## config.mk

```make
export PLATFORM = sky130hd
export DESIGN_NAME = ram_writer_flat
export DESIGN_NICKNAME = d
export VERILOG_FILES = /design/src/rtl/vga_pkg.sv /design/src/rtl/ram_writer_if.sv /design/src/rtl/ram_writer_byte_packer.sv /design/src/rtl/ram_writer.sv /design/src/flat_wrapper.sv
export SDC_FILE = /design/constraint.sdc
export NUM_CORES = 1
export LEC_CHECK = 0
export CAP_MARGIN = 30
export CORE_MARGIN = 4
export CORE_UTILIZATION = 45
export CTS_BUF_LIST = sky130_fd_sc_hd__clkbuf_8
export CTS_CLUSTER_DIAMETER = 200
export DETAILED_ROUTE_END_ITERATION = 8
export GPL_TIMING_DRIVEN = 0
export HOLD_SLACK_MARGIN = 0.12
export PLACE_DENSITY = 0.68
export SLEW_MARGIN = 20
export SYNTH_ARGS = -nofsm -noshare
export SYNTH_HDL_FRONTEND = slang
export SYNTH_SLANG_ARGS = --single-unit
```

## constraint.sdc

```tcl
create_clock -name clk -period 2.6 [get_ports clk]
set_clock_uncertainty 0.05 [all_clocks]
set_input_delay 0.78 -clock clk [delete_from_list [all_inputs] [get_ports clk]]
set_output_delay 0.78 -clock clk [all_outputs]
set_load 0.02 [all_outputs]
```

## src/rtl/vga_pkg.sv

```systemverilog
// Frame geometry and writer FSM state shared by the VGA frame-buffer reader and writer,
// so both sides derive the same RAM depth and wrap point.
package vga_pkg;
    localparam int FRAME_W    = 480;
    localparam int FRAME_H    = 360;
    localparam int PIXEL_BITS = 24;
    localparam int FRAME_BITS = FRAME_W * FRAME_H * PIXEL_BITS;

    typedef enum logic {
        IDLE = 1'b0,
        FILL = 1'b1
    } writer_state_t;
endpackage

```

## src/rtl/ram_writer_if.sv

```systemverilog
// Byte-in / RAM-write-out bundle of the frame-buffer writer; master drives bytes, slave drives the RAM port.
// No backpressure: rx_ready is a strobe and the RAM accepts every write pulse.
interface ram_writer_if #(
    parameter int ADRESS_BITS = 17,
    parameter int RAM_WIDTH   = 32
);
    logic [7:0]             rx_data;
    logic                   rx_ready;
    logic                   clear;
    logic                   we;
    logic [ADRESS_BITS-1:0] adress;
    logic [RAM_WIDTH-1:0]   data_in;
    logic                   frame_done;

    modport master (
        output rx_data, rx_ready, clear,
        input  we, adress, data_in, frame_done
    );

    modport slave (
        input  rx_data, rx_ready, clear,
        output we, adress, data_in, frame_done
    );
endinterface

```

## src/rtl/ram_writer_byte_packer.sv

```systemverilog
// Packs bytes MSB-first into a RAM word; word_vld/word_dat are combinational on the completing byte.
// No backpressure: every unblocked byte strobe is taken; clear or flush drop the partial word.
module byte_packer #(
    parameter int RAM_WIDTH = 32
) (
    input  logic                 clk,
    input  logic                 rst_n,
    input  logic                 clear,
    input  logic                 flush,
    input  logic                 byte_vld,
    input  logic [7:0]           byte_dat,
    output logic                 word_vld,
    output logic [RAM_WIDTH-1:0] word_dat
);
    localparam int BYTES_PER_WORD = RAM_WIDTH / 8;
    localparam int CNT_W          = (BYTES_PER_WORD > 1) ? $clog2(BYTES_PER_WORD) : 1;
    // Keep at least one byte of shift so single-byte words still elaborate.
    localparam int SW             = (RAM_WIDTH > 8) ? RAM_WIDTH - 8 : 8;

    logic [SW-1:0]    shift_q, shift_d;
    logic [CNT_W-1:0] byte_cnt_q, byte_cnt_d;
    logic [SW+7:0]    word_full;
    logic             take;
    logic             last_byte;

    assign take      = byte_vld && !clear;
    assign last_byte = (byte_cnt_q == CNT_W'(BYTES_PER_WORD - 1));
    assign word_full = {shift_q, byte_dat};
    assign word_vld  = take && last_byte;
    assign word_dat  = word_full[RAM_WIDTH-1:0];

    always_comb begin
        shift_d    = shift_q;
        byte_cnt_d = byte_cnt_q;
        if (clear || flush) begin
            byte_cnt_d = '0;
        end else if (take) begin
            byte_cnt_d = last_byte ? '0 : byte_cnt_q + CNT_W'(1);
        end
        if (take) begin
            shift_d = word_full[SW-1:0];
        end
    end

    always_ff @(posedge clk or negedge rst_n) begin
        if (!rst_n) begin
            shift_q    <= '0;
            byte_cnt_q <= '0;
        end else begin
            shift_q    <= shift_d;
            byte_cnt_q <= byte_cnt_d;
        end
    end
endmodule

```

## src/rtl/ram_writer.sv

```systemverilog
// Frame-buffer writer: packs UART bytes into RAM words at a wrapping address; a write follows the completing byte by one cycle.
// No backpressure; a stalled partial word is discarded after TIMEOUT_CYCLES idle clocks.
module ram_writer
    import vga_pkg::*;
#(
    parameter int RAM_WIDTH      = 32,
    parameter int N_BITS         = FRAME_BITS,
    parameter int TIMEOUT_CYCLES = 100_000
) (
    input  logic         clk,
    input  logic         rst_n,
    ram_writer_if.slave  bus
);
    localparam int RAM_DEPTH   = N_BITS / RAM_WIDTH;
    localparam int MAX_ADRESS  = RAM_DEPTH - 1;
    localparam int ADRESS_BITS = $clog2(RAM_DEPTH);
    localparam int IDLE_W      = $clog2(TIMEOUT_CYCLES + 1);

    writer_state_t          state_q, state_d;
    logic                   we_q, we_d;
    logic                   frame_done_q, frame_done_d;
    logic [RAM_WIDTH-1:0]   data_in_q, data_in_d;
    logic [ADRESS_BITS-1:0] adress_q, adress_d;
    logic [IDLE_W-1:0]      idle_cnt_q, idle_cnt_d;
    logic                   timeout;
    logic                   word_vld;
    logic [RAM_WIDTH-1:0]   word_dat;

    assign timeout = !bus.clear && (state_q == FILL) && !bus.rx_ready &&
                     (idle_cnt_q == IDLE_W'(TIMEOUT_CYCLES - 1));

    byte_packer #(.RAM_WIDTH(RAM_WIDTH)) u_packer (
        .clk      (clk),
        .rst_n    (rst_n),
        .clear    (bus.clear),
        .flush    (timeout),
        .byte_vld (bus.rx_ready),
        .byte_dat (bus.rx_data),
        .word_vld (word_vld),
        .word_dat (word_dat)
    );

    always_comb begin
        state_d      = state_q;
        adress_d     = adress_q;
        data_in_d    = data_in_q;
        idle_cnt_d   = idle_cnt_q;
        we_d         = 1'b0;
        frame_done_d = 1'b0;
        if (bus.clear) begin
            state_d    = IDLE;
            adress_d   = '0;
            idle_cnt_d = '0;
        end else begin
            if (we_q) begin
                adress_d = (adress_q == ADRESS_BITS'(MAX_ADRESS)) ? '0 : adress_q + ADRESS_BITS'(1);
            end
            case (state_q)
                IDLE: begin
                    if (bus.rx_ready) begin
                        idle_cnt_d = '0;
                        state_d    = word_vld ? IDLE : FILL;
                    end
                end
                FILL: begin
                    if (bus.rx_ready) begin
                        idle_cnt_d = '0;
                        if (word_vld) state_d = IDLE;
                    end else if (timeout) begin
                        idle_cnt_d = '0;
                        state_d    = IDLE;
                    end else begin
                        idle_cnt_d = idle_cnt_q + IDLE_W'(1);
                    end
                end
                default: state_d = IDLE;
            endcase
            // adress_d is the address presented during the write cycle.
            if (word_vld) begin
                we_d         = 1'b1;
                data_in_d    = word_dat;
                frame_done_d = (adress_d == ADRESS_BITS'(MAX_ADRESS));
            end
        end
    end

    always_ff @(posedge clk or negedge rst_n) begin
        if (!rst_n) begin
            state_q      <= IDLE;
            we_q         <= 1'b0;
            frame_done_q <= 1'b0;
            data_in_q    <= '0;
            adress_q     <= '0;
            idle_cnt_q   <= '0;
        end else begin
            state_q      <= state_d;
            we_q         <= we_d;
            frame_done_q <= frame_done_d;
            data_in_q    <= data_in_d;
            adress_q     <= adress_d;
            idle_cnt_q   <= idle_cnt_d;
        end
    end

    assign bus.we         = we_q;
    assign bus.frame_done = frame_done_q;
    assign bus.data_in    = data_in_q;
    assign bus.adress     = adress_q;
endmodule

```

## src/flat_wrapper.sv

```systemverilog
// flat-port wrapper written by rule: the top's interface ports become plain ports
module ram_writer_flat import vga_pkg::*;
#(
    parameter int RAM_WIDTH      = 32,
    parameter int N_BITS         = FRAME_BITS,
    parameter int TIMEOUT_CYCLES = 100_000
)
  (clk, rst_n, bus_rx_data, bus_rx_ready, bus_clear, bus_we, bus_adress, bus_data_in, bus_frame_done);
  ram_writer_if #(.ADRESS_BITS(($clog2(FRAME_BITS / 32))), .RAM_WIDTH(RAM_WIDTH)) bus_i ();
  input  logic clk;
  input  logic rst_n;
  input wire logic [$bits(bus_i.rx_data)-1:0] bus_rx_data;
  input wire logic [$bits(bus_i.rx_ready)-1:0] bus_rx_ready;
  input wire logic [$bits(bus_i.clear)-1:0] bus_clear;
  output wire logic [$bits(bus_i.we)-1:0] bus_we;
  output wire logic [$bits(bus_i.adress)-1:0] bus_adress;
  output wire logic [$bits(bus_i.data_in)-1:0] bus_data_in;
  output wire logic [$bits(bus_i.frame_done)-1:0] bus_frame_done;
  assign bus_i.rx_data = bus_rx_data;
  assign bus_i.rx_ready = bus_rx_ready;
  assign bus_i.clear = bus_clear;
  assign bus_we = bus_i.we;
  assign bus_adress = bus_i.adress;
  assign bus_data_in = bus_i.data_in;
  assign bus_frame_done = bus_i.frame_done;
  ram_writer #(.RAM_WIDTH(RAM_WIDTH), .N_BITS(N_BITS), .TIMEOUT_CYCLES(TIMEOUT_CYCLES)) u_core (.clk(clk), .rst_n(rst_n), .bus(bus_i));
endmodule
```

Word level (Yosys, flattened, before mapping). Index checks and enable logic that the tools add are counted. Widths: inputs -> output; s select.

Latch bits: 0. Logic and storage cells: 50. Output and inout port bits: 51. Bits in writable memories: 0. Bits of input ports: 12. Bits in read-only memories: 0. Memories: 0. Register bits: 95.

Eq/ne operators: 5. Add/sub/neg operators: 3. Muxes and demuxes: 22. Shift operators: 0. Reductions and logical operators: 10. Divide/modulo/power cells: 0. Magnitude comparators: 0. $mul: 0. Bitwise operators: 2.

Operator list (number): $mux 17 (8); $eq 17x17->1 const B (3); $add 17x1->17 const B (2); $pmux 17 s2 (1); $mux 1 (9); $mux 2 (3); $logic_and 1x1->1 (5); $ne 3x3->1 const B (1); $add 2x1->2 const B (1); $eq 2x2->1 const B (1); $logic_not 1->1 (2); $not 1->1 (2); $pmux 1 s2 (1); $reduce_and 2->1 (1); $reduce_bool 2->1 (1); $logic_or 1x1->1 (1).

Logic depth before layout (Yosys ltp).
Word-level depth: 8. Mapped depth: 7. Mapped depth without buffers: 6.

Cells and area by module. Synthesis repeated with hierarchy kept, for this count alone.

Cells, all modules: 353. Area total of the unflattened synthesis: 4388.0 um^2.

Modules (own cells, without submodules): ram_writer (cells each 284, area each 3214.3 um^2, seq. area each 1726.7 um^2, instances 1); byte_packer (cells each 69, area each 1173.6 um^2, seq. area each 650.6 um^2, instances 1).

Least setup slack after synthesis. OpenSTA, ideal clock, no wires.

Path kind: input -> register. Start: input bus_clear. End: register u_core.data_in_q[10] (netlist: u_core.bus.data_in[10]). Arrival: 2.174 ns. Stages: 6. Path buffers: 3. Slack: 0.251 ns. Data required time: 2.425 ns. Cells stage by stage: clkbuf_1 -> nor2b_1 -> clkbuf_1 -> nand2_1 -> clkbuf_1 -> mux2_2.

Longest elaborated chain between the ends: 4. Elaborated cells between the ends (all ways): 5.

RTL lines: start, declared (RTL line flat_wrapper.sv:14) `input wire logic [$bits(bus_i.clear)-1:0] bus_clear;`; $logic_not 1->1 (RTL line ram_writer_byte_packer.sv:26) `assign take = byte_vld && !clear;`; $logic_and 1x1->1 (RTL line ram_writer_byte_packer.sv:26); $logic_and 1x1->1 (RTL line ram_writer_byte_packer.sv:29) `assign word_vld = take && last_byte;`; $reduce_and 2->1 (no line) (*); end signal, assigned (RTL line ram_writer.sv:99) `data_in_q <= data_in_d;`; end, declared (RTL line ram_writer.sv:22) `logic [RAM_WIDTH-1:0] data_in_q, data_in_d;`.

Mark *: on every way between the ends. The rest lies on a longest branch, timed or not. A chain may end at the register's enable or synchronous reset.

Worst setup path in the final report.
Start: input bus_clear. End: register u_core.data_in_q[22] (netlist: u_core.bus.data_in[22]).

The elaborated chain is that of the path after synthesis.

==> reports/results.txt <==
WL final - 8.82 mm
placer congestion estimate - 0.854
Min-Delay Path Class - primary input to async pin
kind of launch point of the worst setup path - primary input
Congestion Overflow GR - 0
Hold WS - 298 ps
Final Hold Fails - 0
clk_lat worst skew - 360 ps
status - finished, final reports clean
achievable clock frequency - 0.404 GHz
Die ar. - 11100 µm²
die height - 105 µm
synthesized instance count - 365
vias in the first global route - 3020
Post-synth top flop - dfrtp_1
total power - 3210 µW
Post-Route Utilization - 0.573
Placeable Area - 9240 µm²
Initial Utilization - 0.462
Final Max Slew Viols - 0
Synth warnings - 0
Hold-fix buffers, CTS - 0
worst vdd ir - 0.000378 V
CTS clk-pin slew, worst paths - 100 ps
EDFF count, synth - 0
Seq/Total Area, Yosys - 0.557
arrival time at the worst endpoint - 2680 ps
post_cts resized - 6
Design Area, Final - 5290 µm²
Setup CP Type - primary input to flop
placed inst area - 5080 µm²
fin nets - 454
DR pass1 iterations - 4
clk sinks - 95
maximum capacitance violations - 0
TritonCTS clock tree - built
initial antenna violation count - 0
htree depth - 3
layout cells sized above 1 - 0.214
Port Buffers - 62
Sum Neg Setup Slack - 0 ps
via count - 3029
Mapped Area - 4270 µm²
first-pass GRT wire length - 15.0 mm
critical path capture point type - flop
Synth Register Bits - 95
commonest non-fill, non-tap cell in the layout - dfrtp_1
dpl hpwl - 6.17 mm
Rel. slew slack - 0.433
Final Setup Violations - 0
Inserted Diodes - 0
Die X - 105 µm
syn avg cell area - 11.7 µm²
Setup Fix Bufs, Post-CTS - 0
GRT Util Overall - 0.165
maximum clock insertion buffer count - 2
Crit path required time - 2800 ps
RSZ-0062 raised after global routing - false
worst-margin pin slew - 844 ps
DRT antenna net count - 0
most frequent cells in the layout - dfrtp_1 (95), clkdlybuf4s50_1 (60), mux2_2 (56)
Ports - 63
TritonCTS Buffers - 9
# rows - 35
leak pwr - 0.00226 µW
worst-path maximum fanout - 10
Netlist cell types - 48
post-synthesis net count - 380
First DRT Iteration DRCs - 128
DRC Markers - 0
pin count of the biggest net entering global routing - 51
Area Overhead vs Synth - 24.0%
period utilisation layout - 0.953
Root Driver - clkbuf_8
fill count - 765
Final min period - 2480 ps
pwr dens - 606 nW/µm²
FFs w/ async S/R, synth - 1.00
routed vias/inst - 5.29
average wire per standard cell - 15.4 µm
==> area by class of cell <==
class	instances	area, µm²	area share
multi-input cells	243	1790	0.338
flip-flops and latches	95	2380	0.449
clock buffers	9	124	0.0234
plain buffers	19	92.6	0.0175
repair buffers	63	652	0.123
well taps	129	161	0.0305
inverters	8	30.0	0.00568
clock inverters	7	63.8	0.0121
==> registers in the layout, indices dropped and copies added, names as in the netlist <==
name	flops
u_core.bus.adress	17
u_core.state_q	1
u_core.bus.we	1
u_core.bus.frame_done	1
u_core.idle_cnt_q	17
u_core.bus.data_in	32
u_core.u_packer.shift_q	24
u_core.u_packer.byte_cnt_q	2
==> critical path, stage by stage <==
cell,delay [ps]
clkdlybuf4s50_1,480
clkbuf_2,230
nor2b_1,80
clkbuf_4,190
nand2_2,210
clkbuf_2,320
mux2_2,390
==> report_power, final <==
group	internal [µW]	switching, µW	total (µW)
clock	372	566	938
combinational	287	237	524
sequential	1650	98.1	1740
==> worst paths after layout <==
path / end / slack [ps] / cells after the start / start
setup / recovery: u_core.bus.data_in[22]$_DFFE_PN0P_ / 120 / 7 / bus_clear
hold / removal: u_core.bus.data_in[1]$_DFFE_PN0P_ / 300 / 1 / rst_n
setup reg to reg: u_core.idle_cnt_q[5]$_DFFE_PN0P_ / 280 / 6 / u_core.idle_cnt_q[12]$_DFFE_PN0P_
hold reg to reg: u_core.idle_cnt_q[11]$_DFFE_PN0P_ / 460 / 1 / u_core.idle_cnt_q[11]$_DFFE_PN0P_
max in group asynchronous: u_core.idle_cnt_q[10]$_DFFE_PN0P_ / 1620 / 2 / rst_n
min in group clk: u_core.idle_cnt_q[11]$_DFFE_PN0P_ / 460 / 1 / u_core.idle_cnt_q[11]$_DFFE_PN0P_
==> metrics by stage <==
stage,std cells,setup WS [ps]
floorplan,365,251
global placement,556,-2810
detailed placement,557,-886
CTS,573,79.7
global route,573,29.8
finish,573,122
==> routing by layer <==
metal | vias to the layer above | wire [µm] | global-route usage
li1 | 1450 | - | -
met1 | 1504 | 4150 | 0.226
met2 | 63 | 4050 | 0.252
met3 | 12 | 502 | 0.0508
met4 | 0 | 117 | 0.0487
met5 | - | 0 | 0
==> synthesized netlist by cell type (all sizes together), types with 2 or more instances <==
master,instances,area (µm²)
dfrtp,95,2380
mux2,56,631
nor2,25,93.8
nand2,22,82.6
o21ai,15,78.8
nand4,14,87.6
a21oi,12,60.1
nand3,12,60.1
clkbuf,11,41.3
xor2,11,96.3
buf,8,41.3
inv,8,30.0
nor4,7,43.8
nor3,6,30.0
xnor2,6,52.6
nand2b,5,31.3
nand3b,4,30.0
or2,4,25.0
or3,4,25.0
a211oi,3,22.5
a21o,3,22.5
and2,3,18.8
and3,3,18.8
ha,3,37.5
nor2b,3,18.8
a22o,2,17.5
and4,2,17.5
o22ai,2,12.5
or4b,2,23.8
or4bb,2,22.5
==> kinds of logic after synthesis <==
group / count (synthesis) / share of synthesized area
flip-flops: 95 / 0.557
buffers and inverters: 27 / 0.0264
adder cells (fa/ha/maj): 3 / 0.00880
AND/OR/NAND/NOR: 121 / 0.153
AO/OA/AOI/OAI: 45 / 0.0695
XOR/XNOR: 17 / 0.0349
multiplexers: 57 / 0.150
(Power assumes the default switching activity.)
